### src/rtl/rand_pool.sv
// Entropy harvester: synchronises a noisy bit, optionally debiases (von Neumann)
// and whitens it (16-bit LFSR), packs LSB-first words into a small FWFT FIFO.
module rand_pool #(
  parameter int WS    = 16,
  parameter int DEPTH = 4,
  parameter int CNT_W = 8
) (
  input  logic                     iCLK,
  input  logic                     iRST,
  input  logic                     iIn,
  input  logic                     iSample,
  input  logic [1:0]               iMode,
  output logic [WS-1:0]            oData,
  output logic                     oValid,
  input  logic                     iReady,
  output logic [$clog2(DEPTH):0]   oCount,
  output logic [CNT_W-1:0]         oDrop
);

  localparam int IW = (WS > 2) ? $clog2(WS) : 1;
  localparam int PW = $clog2(DEPTH);
  localparam int CW = PW + 1;
  localparam logic [IW-1:0] LAST_IDX = IW'(WS - 1);
  localparam logic [CW-1:0] FULL_CNT = CW'(DEPTH);

  logic              sync1_q, sync2_q;
  logic [1:0]        mode_q;
  logic              pend_q, pend_d;
  logic              first_q, first_d;
  logic [IW-1:0]     idx_q, idx_d;
  logic [WS-2:0]     buf_q, buf_d;
  logic [15:0]       lfsr_q, lfsr_d;
  logic [WS-1:0]     mem_q [DEPTH];
  logic [PW-1:0]     wptr_q, wptr_d;
  logic [PW-1:0]     rptr_q, rptr_d;
  logic [CW-1:0]     cnt_q, cnt_d;
  logic [CNT_W-1:0]  drop_q, drop_d;

  logic              mode_chg;
  logic              pend_eff;
  logic [IW-1:0]     idx_eff;
  logic              emit;
  logic              raw_bit;
  logic              out_bit;
  logic              push;
  logic [WS-1:0]     push_word;
  logic              empty, full, pop, wr, drop_inc;

  // A mode change restarts bit collection; the sample of that cycle is the new first bit.
  always_comb begin
    mode_chg = (iMode != mode_q);
    pend_eff = pend_q & ~mode_chg;
    idx_eff  = mode_chg ? '0 : idx_q;
    emit     = 1'b0;
    raw_bit  = sync2_q;
    pend_d   = pend_eff;
    first_d  = first_q;
    if (iSample) begin
      if (iMode[0]) begin
        if (pend_eff) begin
          pend_d  = 1'b0;
          emit    = (first_q != sync2_q);
          raw_bit = first_q;
        end else begin
          pend_d  = 1'b1;
          first_d = sync2_q;
        end
      end else begin
        emit = 1'b1;
      end
    end
  end

  always_comb begin
    out_bit = raw_bit ^ (iMode[1] & lfsr_q[0]);
    lfsr_d  = lfsr_q;
    if (emit && iMode[1]) begin
      lfsr_d = {lfsr_q[0] ^ lfsr_q[2] ^ lfsr_q[3] ^ lfsr_q[5], lfsr_q[15:1]};
    end
  end

  always_comb begin
    buf_d     = buf_q;
    idx_d     = idx_eff;
    push      = 1'b0;
    push_word = {out_bit, buf_q};
    if (emit) begin
      if (idx_eff == LAST_IDX) begin
        push  = 1'b1;
        idx_d = '0;
      end else begin
        buf_d[idx_eff] = out_bit;
        idx_d          = idx_eff + 1'b1;
      end
    end
  end

  // No fall-through bypass: an empty FIFO cannot pop, so a push into it is push-only.
  always_comb begin
    empty    = (cnt_q == '0);
    full     = (cnt_q == FULL_CNT);
    pop      = ~empty & iReady;
    wr       = push & (~full | pop);
    drop_inc = push & full & ~pop;
    wptr_d   = wr  ? wptr_q + 1'b1 : wptr_q;
    rptr_d   = pop ? rptr_q + 1'b1 : rptr_q;
    cnt_d    = cnt_q;
    if (wr && !pop) begin
      cnt_d = cnt_q + 1'b1;
    end else if (pop && !wr) begin
      cnt_d = cnt_q - 1'b1;
    end
    drop_d = drop_q;
    if (drop_inc && (drop_q != '1)) begin
      drop_d = drop_q + 1'b1;
    end
  end

  always_ff @(posedge iCLK) begin
    if (iRST) begin
      sync1_q <= 1'b0;
      sync2_q <= 1'b0;
      mode_q  <= 2'b00;
      pend_q  <= 1'b0;
      first_q <= 1'b0;
      idx_q   <= '0;
      buf_q   <= '0;
      lfsr_q  <= 16'hACE1;
      wptr_q  <= '0;
      rptr_q  <= '0;
      cnt_q   <= '0;
      drop_q  <= '0;
    end else begin
      sync1_q <= iIn;
      sync2_q <= sync1_q;
      mode_q  <= iMode;
      pend_q  <= pend_d;
      first_q <= first_d;
      idx_q   <= idx_d;
      buf_q   <= buf_d;
      lfsr_q  <= lfsr_d;
      wptr_q  <= wptr_d;
      rptr_q  <= rptr_d;
      cnt_q   <= cnt_d;
      drop_q  <= drop_d;
    end
  end

  // Storage needs no reset: oData is forced to 0 whenever the FIFO is empty.
  always_ff @(posedge iCLK) begin
    if (!iRST && wr) begin
      mem_q[wptr_q] <= push_word;
    end
  end

  assign oData  = empty ? '0 : mem_q[rptr_q];
  assign oValid = ~empty;
  assign oCount = cnt_q;
  assign oDrop  = drop_q;

endmodule

### config.mk
export PLATFORM = sky130hd
export DESIGN_NAME = rand_pool
export DESIGN_NICKNAME = d
export VERILOG_FILES = /design/src/rtl/rand_pool.sv
export SDC_FILE = /design/constraint.sdc
export NUM_CORES = 1
export LEC_CHECK = 0
export ABC_AREA = 0
export ABC_CLOCK_PERIOD_IN_PS = 3550
export CAP_MARGIN = 20
export CELL_PAD_IN_SITES_DETAIL_PLACEMENT = 0
export CELL_PAD_IN_SITES_GLOBAL_PLACEMENT = 1
export CORE_MARGIN = 1
export CORE_UTILIZATION = 43
export DETAILED_ROUTE_END_ITERATION = 12
export PLACE_DENSITY_LB_ADDON = 0.12
export SETUP_SLACK_MARGIN = 0.15
export SLEW_MARGIN = 15
export SYNTH_ARGS = -nofsm -noshare
export SYNTH_HDL_FRONTEND = slang
export SYNTH_SLANG_ARGS = --single-unit
### constraint.sdc
create_clock -name iCLK -period 3.55 [get_ports iCLK]
set_input_delay 0.5325 -clock iCLK [delete_from_list [all_inputs] [get_ports iCLK]]
set_output_delay 0.5325 -clock iCLK [all_outputs]
set_load 0.05 [all_outputs]
==> results.sh, run 1 <==
export IMPL_clkSinkCount=122
export IMPL_setup_viol=0
export IMPL_cp_end_kind="flip-flop"
export IMPL_cts_buffers_inserted=17
export IMPL_final_nets=499
export IMPL_async_flop_share_pct=0
export IMPL_hp_start="sync1_q"
export IMPL_first_global_vias=3306
export IMPL_peakVddDrop_mv=0.2682
export IMPL_synth_ff_type="edfxtp_1"
export IMPL_leakage_uw=0.002183
export IMPL_ys_seq_area_share_pct=58.91
export IMPL_vias=3341
export IMPL_finalCritPeriodShare_pct=88.44
export IMPL_period_needed_ns=3.140
export IMPL_finalPower_uw=3258
export IMPL_h_tree_depth=4
export IMPL_yosys_warnings=0
export IMPL_final_hold_violation_count=0
export IMPL_synth_mux_area_share_pct=7.865
export IMPL_synth_xor_area_share_pct=3.036
export IMPL_drv_cap=0
export IMPL_power_net_switching_uw=654.4
export IMPL_run_status="complete, but fails checks"
export IMPL_die_x_um=112.3
export IMPL_synth_compound_area_share_pct=7.626
export IMPL_antenna_cells=0
export IMPL_start_kind="input pin"
export IMPL_combPwrFrac_pct=3.2
export IMPL_ys_seq_elements=122
export IMPL_ioPinCount=35
export IMPL_syn_cell_area_um2=5234
export IMPL_slew_headroom_pct=59.00
export IMPL_required_ns=3.89
export IMPL_synth_enable_flop_cells=64
export IMPL_arrival_ns=3.48
export IMPL_cts_repair_resized=0
export IMPL_ctsHoldBuffers=0
export IMPL_switching_share_pct=20.08
export IMPL_final_antenna_net_count=0
export IMPL_min_path_cells=1
export IMPL_final_layout_size_suffix_gt1_share_pct=17.41
export IMPL_syn_inst=431
export IMPL_critPathMaxFanout=3
export IMPL_avgSynthCellArea_um2=12.14
export IMPL_grt_start_max_net_pins=35
export IMPL_coreArea_um2=11660
export IMPL_postCtsSetupBuffers=0
export IMPL_clk_pin_slew_ns=0.05
export IMPL_syn2layout_area_growth_pct=23.24
export IMPL_worst_setup_path_type="input pin to flip-flop"
export IMPL_wl_per_cell_um=15.44
export IMPL_reg2reg_depth=15
export IMPL_synth_simple_area_share_pct=16.09
export IMPL_viasPerCell=5.245
export IMPL_holdWs_ns=0.4427
export IMPL_worstSkewPairLatency_ns=0.41
export IMPL_worstReg2RegEnd="oCount[2]"
export IMPL_cts_tree="built"
export IMPL_port_buffers=34
export IMPL_cts_buffer_depth=2
export IMPL_multi_input_area_um2=2007
export IMPL_grt_first_pass_wirelength_um=17080
export IMPL_synth_top_family_by_area="simple AND/OR/NAND/NOR gates"
export IMPL_drt_iter0_drc=128
export IMPL_final_common_cell="edfxtp_1"
export IMPL_seqCellArea_um2=3083
export IMPL_reg2reg_from="mode_q[1]"
export IMPL_nFillCells=1007
export IMPL_die_area_um2=12620
export IMPL_die_y_um=112.3
export IMPL_synth_fa_ha_area_share_pct=2.773
export IMPL_antenna_found_initial=0
export IMPL_tightest_slew_ns=0.6150
export IMPL_grt_overflow=0
export IMPL_cellPowerDensity_nw_per_um2=505.2
export IMPL_rows=39
export IMPL_start_util_pct=44.88
export IMPL_hold_path_end="sync2_q"
export IMPL_syn_nets=449
export IMPL_root_buffer="clkbuf_16"
export IMPL_min_path_type="flip-flop to flip-flop"
export IMPL_p_clk_share_pct=50.7
export IMPL_first_pass_iters=8
export IMPL_dp_hpwl_um=6593
export IMPL_drc=3
export IMPL_pwr_share_seq_pct=46.0
export IMPL_rsz0062_at_grt="no"
export IMPL_maxSlewViolCount=0
export IMPL_fmax_ghz=0.3185
export IMPL_layout_common_cells="edfxtp_1, dfxtp_1, nand2_1"
export IMPL_reg2reg_slack_ns=0.51
export IMPL_track_usage_pct=17.89
export IMPL_gp_congestion=0.7289
export IMPL_violations="DRC"
export IMPL_synth_cell_types=47
export IMPL_fin_skew_ns=0.006430
export IMPL_p_int_uw=2604
export IMPL_wl_um=9838
logic make-up (layout without fill, tap and decap cells):
family,Yosys count,count (layout)
DFF,122,122
adders and majority gates,11,11
buffers and inverters,41,104
and+or+nand+nor,161,161
muxes,21,21
AOI/OAI and AO/OA,59,59
xor gates and xnor gates,16,16
area by class of cell:
class | count | area share [%]
Tap cell | 143 | 2.774
Clock inverter | 9 | 1.494
Clock buffer | 23 | 7.410
Sequential cell | 122 | 47.80
Inverter | 17 | 0.9893
Timing Repair Buffer | 55 | 8.419
Multi-Input combinational cell | 268 | 31.12
Yosys cell counts (7+ instances only):
library cell / n / share of area (%)
xnor2_1: 9 / 1.5
nand4_1: 11 / 1.3
buf_2: 7 / 0.67
nor2b_1: 8 / 0.96
clkbuf_1: 14 / 1.0
a21oi_1: 22 / 2.1
nor2_1: 21 / 1.5
nand2_1: 47 / 3.4
ha_1: 10 / 2.4
edfxtp_1: 64 / 37
and3_1: 11 / 1.3
dfxtp_1: 58 / 22
mux4_2: 16 / 6.9
nand3_1: 16 / 1.5
o21ai_0: 11 / 1.1
and2_1: 22 / 2.6
inv_1: 16 / 1.1
worst max-delay path, stage by stage:
cell and delay (ns):
clkdlybuf4s50_1 0.50, xor2_4 0.20, nor2_4 0.14, nand2_1 0.08
inv_1 0.08, ha_1 0.16, nand2_1 0.09, nor4_4 0.27
nand3_2 0.11, inv_1 0.08, ha_2 0.18, inv_1 0.05
fa_1 0.36, xor2_1 0.17, or3_1 0.30, a21oi_1 0.15
flip-flops by register name (all words and copies together), names as in the netlist, named ones only:
| name | count |
|---|---|
| mem_q | 64 |
| lfsr_q | 16 |
| buf_q | 15 |
| oDrop | 8 |
| idx_q | 4 |
| oCount | 3 |
| mode_q | 2 |
| rptr_q | 2 |
| wptr_q | 2 |
| first_q | 1 |
| pend_q | 1 |
| sync1_q | 1 |
| sync2_q | 1 |
metrics by stage:
stage	TNS (ns)	cell area (um^2)	cells	worst slack [ns]	util, %
after floorplan	0	5306	431	0.1554	-
after global placement	0	5876	605	0.06353	50.38
after detailed placement	-0.03919	5876	605	-0.03919	50.38
after CTS	0	6450	637	0.3857	55.31
after global routing	0	6450	637	0.2135	55.31
final	0	6450	637	0.4103	55.31
how the worst max path moves through the flow:
stage / start / end / slack (ns)
3_5_place_dp: iMode[1] / oCount[2] / -0.04
3_3_place_gp: iMode[0] / oCount[2] / 0.06
4_1_cts: iMode[1] / oCount[2] / 0.39
6_report: iMode[1] / oCount[2] / 0.41
2_1_floorplan: iMode[0] / oCount[2] / 0.16
5_1_grt: iMode[1] / oCount[2] / 0.21
power by group through the flow:
stage          Sequential [uW]  Combinational (uW)  Clock (uW)
2_1_floorplan             1520                82.3           0
5_1_grt                   1500                 118        1740
3_5_place_dp              1530                 107           0
6_report                  1500                 106        1650
4_1_cts                   1500                 107        1690
3_3_place_gp              1530                 104           0
layer usage:
layer  track usage, %  share of wire (%)  up-vias  routed length, um
li1                 -                  -     1661                  -
met1            22.69                 47     1617               4631
met2            28.90                 49       48               4776
met3            3.888                2.4       15                234
met4            9.333                2.0        0                195
met5                0                  0        -                  0
Power figures use the tool's default switching activity.
==> run 2, diff against run 1 <==
Settings changed: SKIP_LAST_GASP from default to 1.
==> results of run 2 <==
Same layout as run 1: the final DEF is identical, and so are final timing and power.
==> run 3, diff against run 2 <==
Settings changed: SETUP_SLACK_MARGIN 0.15 to default.
==> results.sh, run 3 (same netlist as run 1, synthesis figures left out) <==
export IMPL_grt_overflow=0
export IMPL_fmax_ghz=0.3178
export IMPL_layout_common_cells="edfxtp_1, dfxtp_1, nand2_1"
export IMPL_cts_repair_resized=0
export IMPL_cts_buffers_inserted=17
export IMPL_final_hold_violation_count=0
export IMPL_grt_start_max_net_pins=42
export IMPL_p_int_uw=2627
export IMPL_dp_cells=606
export IMPL_grt_first_pass_wirelength_um=16350
export IMPL_h_tree_depth=4
export IMPL_clk_pin_slew_ns=0.06
export IMPL_syn2layout_area_growth_pct=23.09
export IMPL_start_util_pct=44.88
export IMPL_critPathMaxFanout=4
export IMPL_rsz0062_at_grt="no"
export IMPL_final_layout_size_suffix_gt1_share_pct=17.37
export IMPL_finalCritPeriodShare_pct=88.64
export IMPL_cts_tree="built"
export IMPL_peakVddDrop_mv=0.3045
export IMPL_utilization_pct=55.24
export IMPL_track_usage_pct=16.93
export IMPL_dp_hpwl_um=6351
export IMPL_maxSlewViolCount=0
export IMPL_final_nets=500
export IMPL_switching_share_pct=20.96
export IMPL_cellPowerDensity_nw_per_um2=515.9
export IMPL_ioPinCount=35
export IMPL_crit_slowest_cell="clkdlybuf4s50_1"
export IMPL_start_kind="input pin"
export IMPL_hp_start="sync1_q"
export IMPL_setup_viol=0
export IMPL_coreArea_um2=11660
export IMPL_violations="DRC"
export IMPL_cp_end_kind="flip-flop"
export IMPL_cp_cell_sequence="clkdlybuf4s50_1, xor2_4, nor2_2, nand2_1, inv_1, ha_1, nand2_1, nor4_4, nand3_2, inv_1, ha_1, inv_1, fa_1, xor2_1, or3_1, a21oi_1"
export IMPL_die_y_um=112.3
export IMPL_top_regs="mem_q x64, lfsr_q x16, buf_q x15"
export IMPL_rows=39
export IMPL_die_x_um=112.3
export IMPL_slew_headroom_pct=59.36
export IMPL_vias=3297
export IMPL_reg2reg_from="mode_q[1]"
export IMPL_tightest_slew_ns=0.6096
export IMPL_port_buffers=34
export IMPL_min_path_type="flip-flop to flip-flop"
export IMPL_fin_skew_ns=0.008539
export IMPL_wl_um=9628
export IMPL_critPathTopFamily="simple AND/OR/NAND/NOR gates"
export IMPL_crit_path_frequent_cell="inv_1"
export IMPL_pwr_share_seq_pct=45.1
export IMPL_cp_slowest_stage_delay_ns=0.49
export IMPL_arrival_ns=3.48
export IMPL_largest_reg_flops=64
export IMPL_path_buf_inv=4
export IMPL_postCtsSetupBuffers=0
export IMPL_root_buffer="clkbuf_16"
export IMPL_drv_cap=0
export IMPL_drt_iter0_drc=163
export IMPL_regMostFlops="mem_q"
export IMPL_die_area_um2=12620
export IMPL_gp_congestion=0.7613
export IMPL_final_antenna_net_count=0
export IMPL_antenna_found_initial=0
export IMPL_fin_tns_setup_ns=0
export IMPL_final_common_cell="edfxtp_1"
export IMPL_period_needed_ns=3.147
export IMPL_final_cells=638
export IMPL_first_pass_iters=10
export IMPL_startpoint="iMode[1]"
export IMPL_run_status="complete, but fails checks"
export IMPL_first_global_vias=3204
export IMPL_viasPerCell=5.168
export IMPL_ctsHoldBuffers=0
export IMPL_antenna_cells=0
export IMPL_combPwrFrac_pct=3.1
export IMPL_p_clk_share_pct=51.8
export IMPL_power_net_switching_uw=696.7
export IMPL_clkSinkCount=122
export IMPL_required_ns=3.88
export IMPL_cts_buffer_depth=2
export IMPL_wl_per_cell_um=15.09
export IMPL_drc=4
export IMPL_worstSkewPairLatency_ns=0.41
export IMPL_leakage_uw=0.002172
export IMPL_worst_setup_path_type="input pin to flip-flop"
-- run 3: cell types whose count changed in the layout (fill, tap and decap cells not counted), sizes merged --
cell      before  now
clkinvlp       1    4
clkinv         6    5
clkbuf        23   18
bufinv         2    3
inv           17   20
-- run 3: routing by layer --
metal,GRT usage [%],vias to the layer above,wire [um]
li1,-,1673,-
met1,22.46,1561,4718
met2,26.58,52,4548
met3,4.698,11,231
met4,6.400,0,129
met5,0,-,0
-- run 3: power groups by stage --
stage	sequential, uW	clock, uW	combinational, uW
6_report	1500	1720	104
5_1_grt	1500	1830	115
4_1_cts	1500	1760	105
3_5_place_dp	1530	0	105
3_3_place_gp	1530	0	103
2_1_floorplan	1520	0	78.7
-- run 3: path summary, 6_finish.rpt --
path	cells past startpoint	slack, ns	endpoint
worst max register to register	15	0.51	oCount[2]
worst min register to register	1	0.45	sync2_q
worst min-delay path	1	0.45	sync2_q
worst max-delay path	16	0.40	oCount[2]
-- run 3: area by class of cell --
class	count	area [um^2]
Clock buffer	17	425.4
Clock inverter	15	172.7
Fill cell	966	5220
Inverter	17	63.81
Multi-Input combinational cell	268	1981
Sequential cell	122	3083
Tap cell	143	178.9
Timing Repair Buffer	56	538.0
-- run 3: stage by stage --
stage / setup slack (ns) / total power (uW) / hold slack, ns / cell area (um^2)
2_1_floorplan: 0.007668 / 1600 / 0.4138 / 5269
3_5_place_dp: -0.03334 / 1632 / 0.4325 / 5844
4_1_cts: 0.3796 / 3357 / 0.4364 / 6442
3_3_place_gp: 0.06312 / 1630 / 0.4359 / 5844
5_1_grt: 0.1777 / 3440 / 0.4485 / 6442
6_report: 0.4034 / 3323 / 0.4480 / 6442
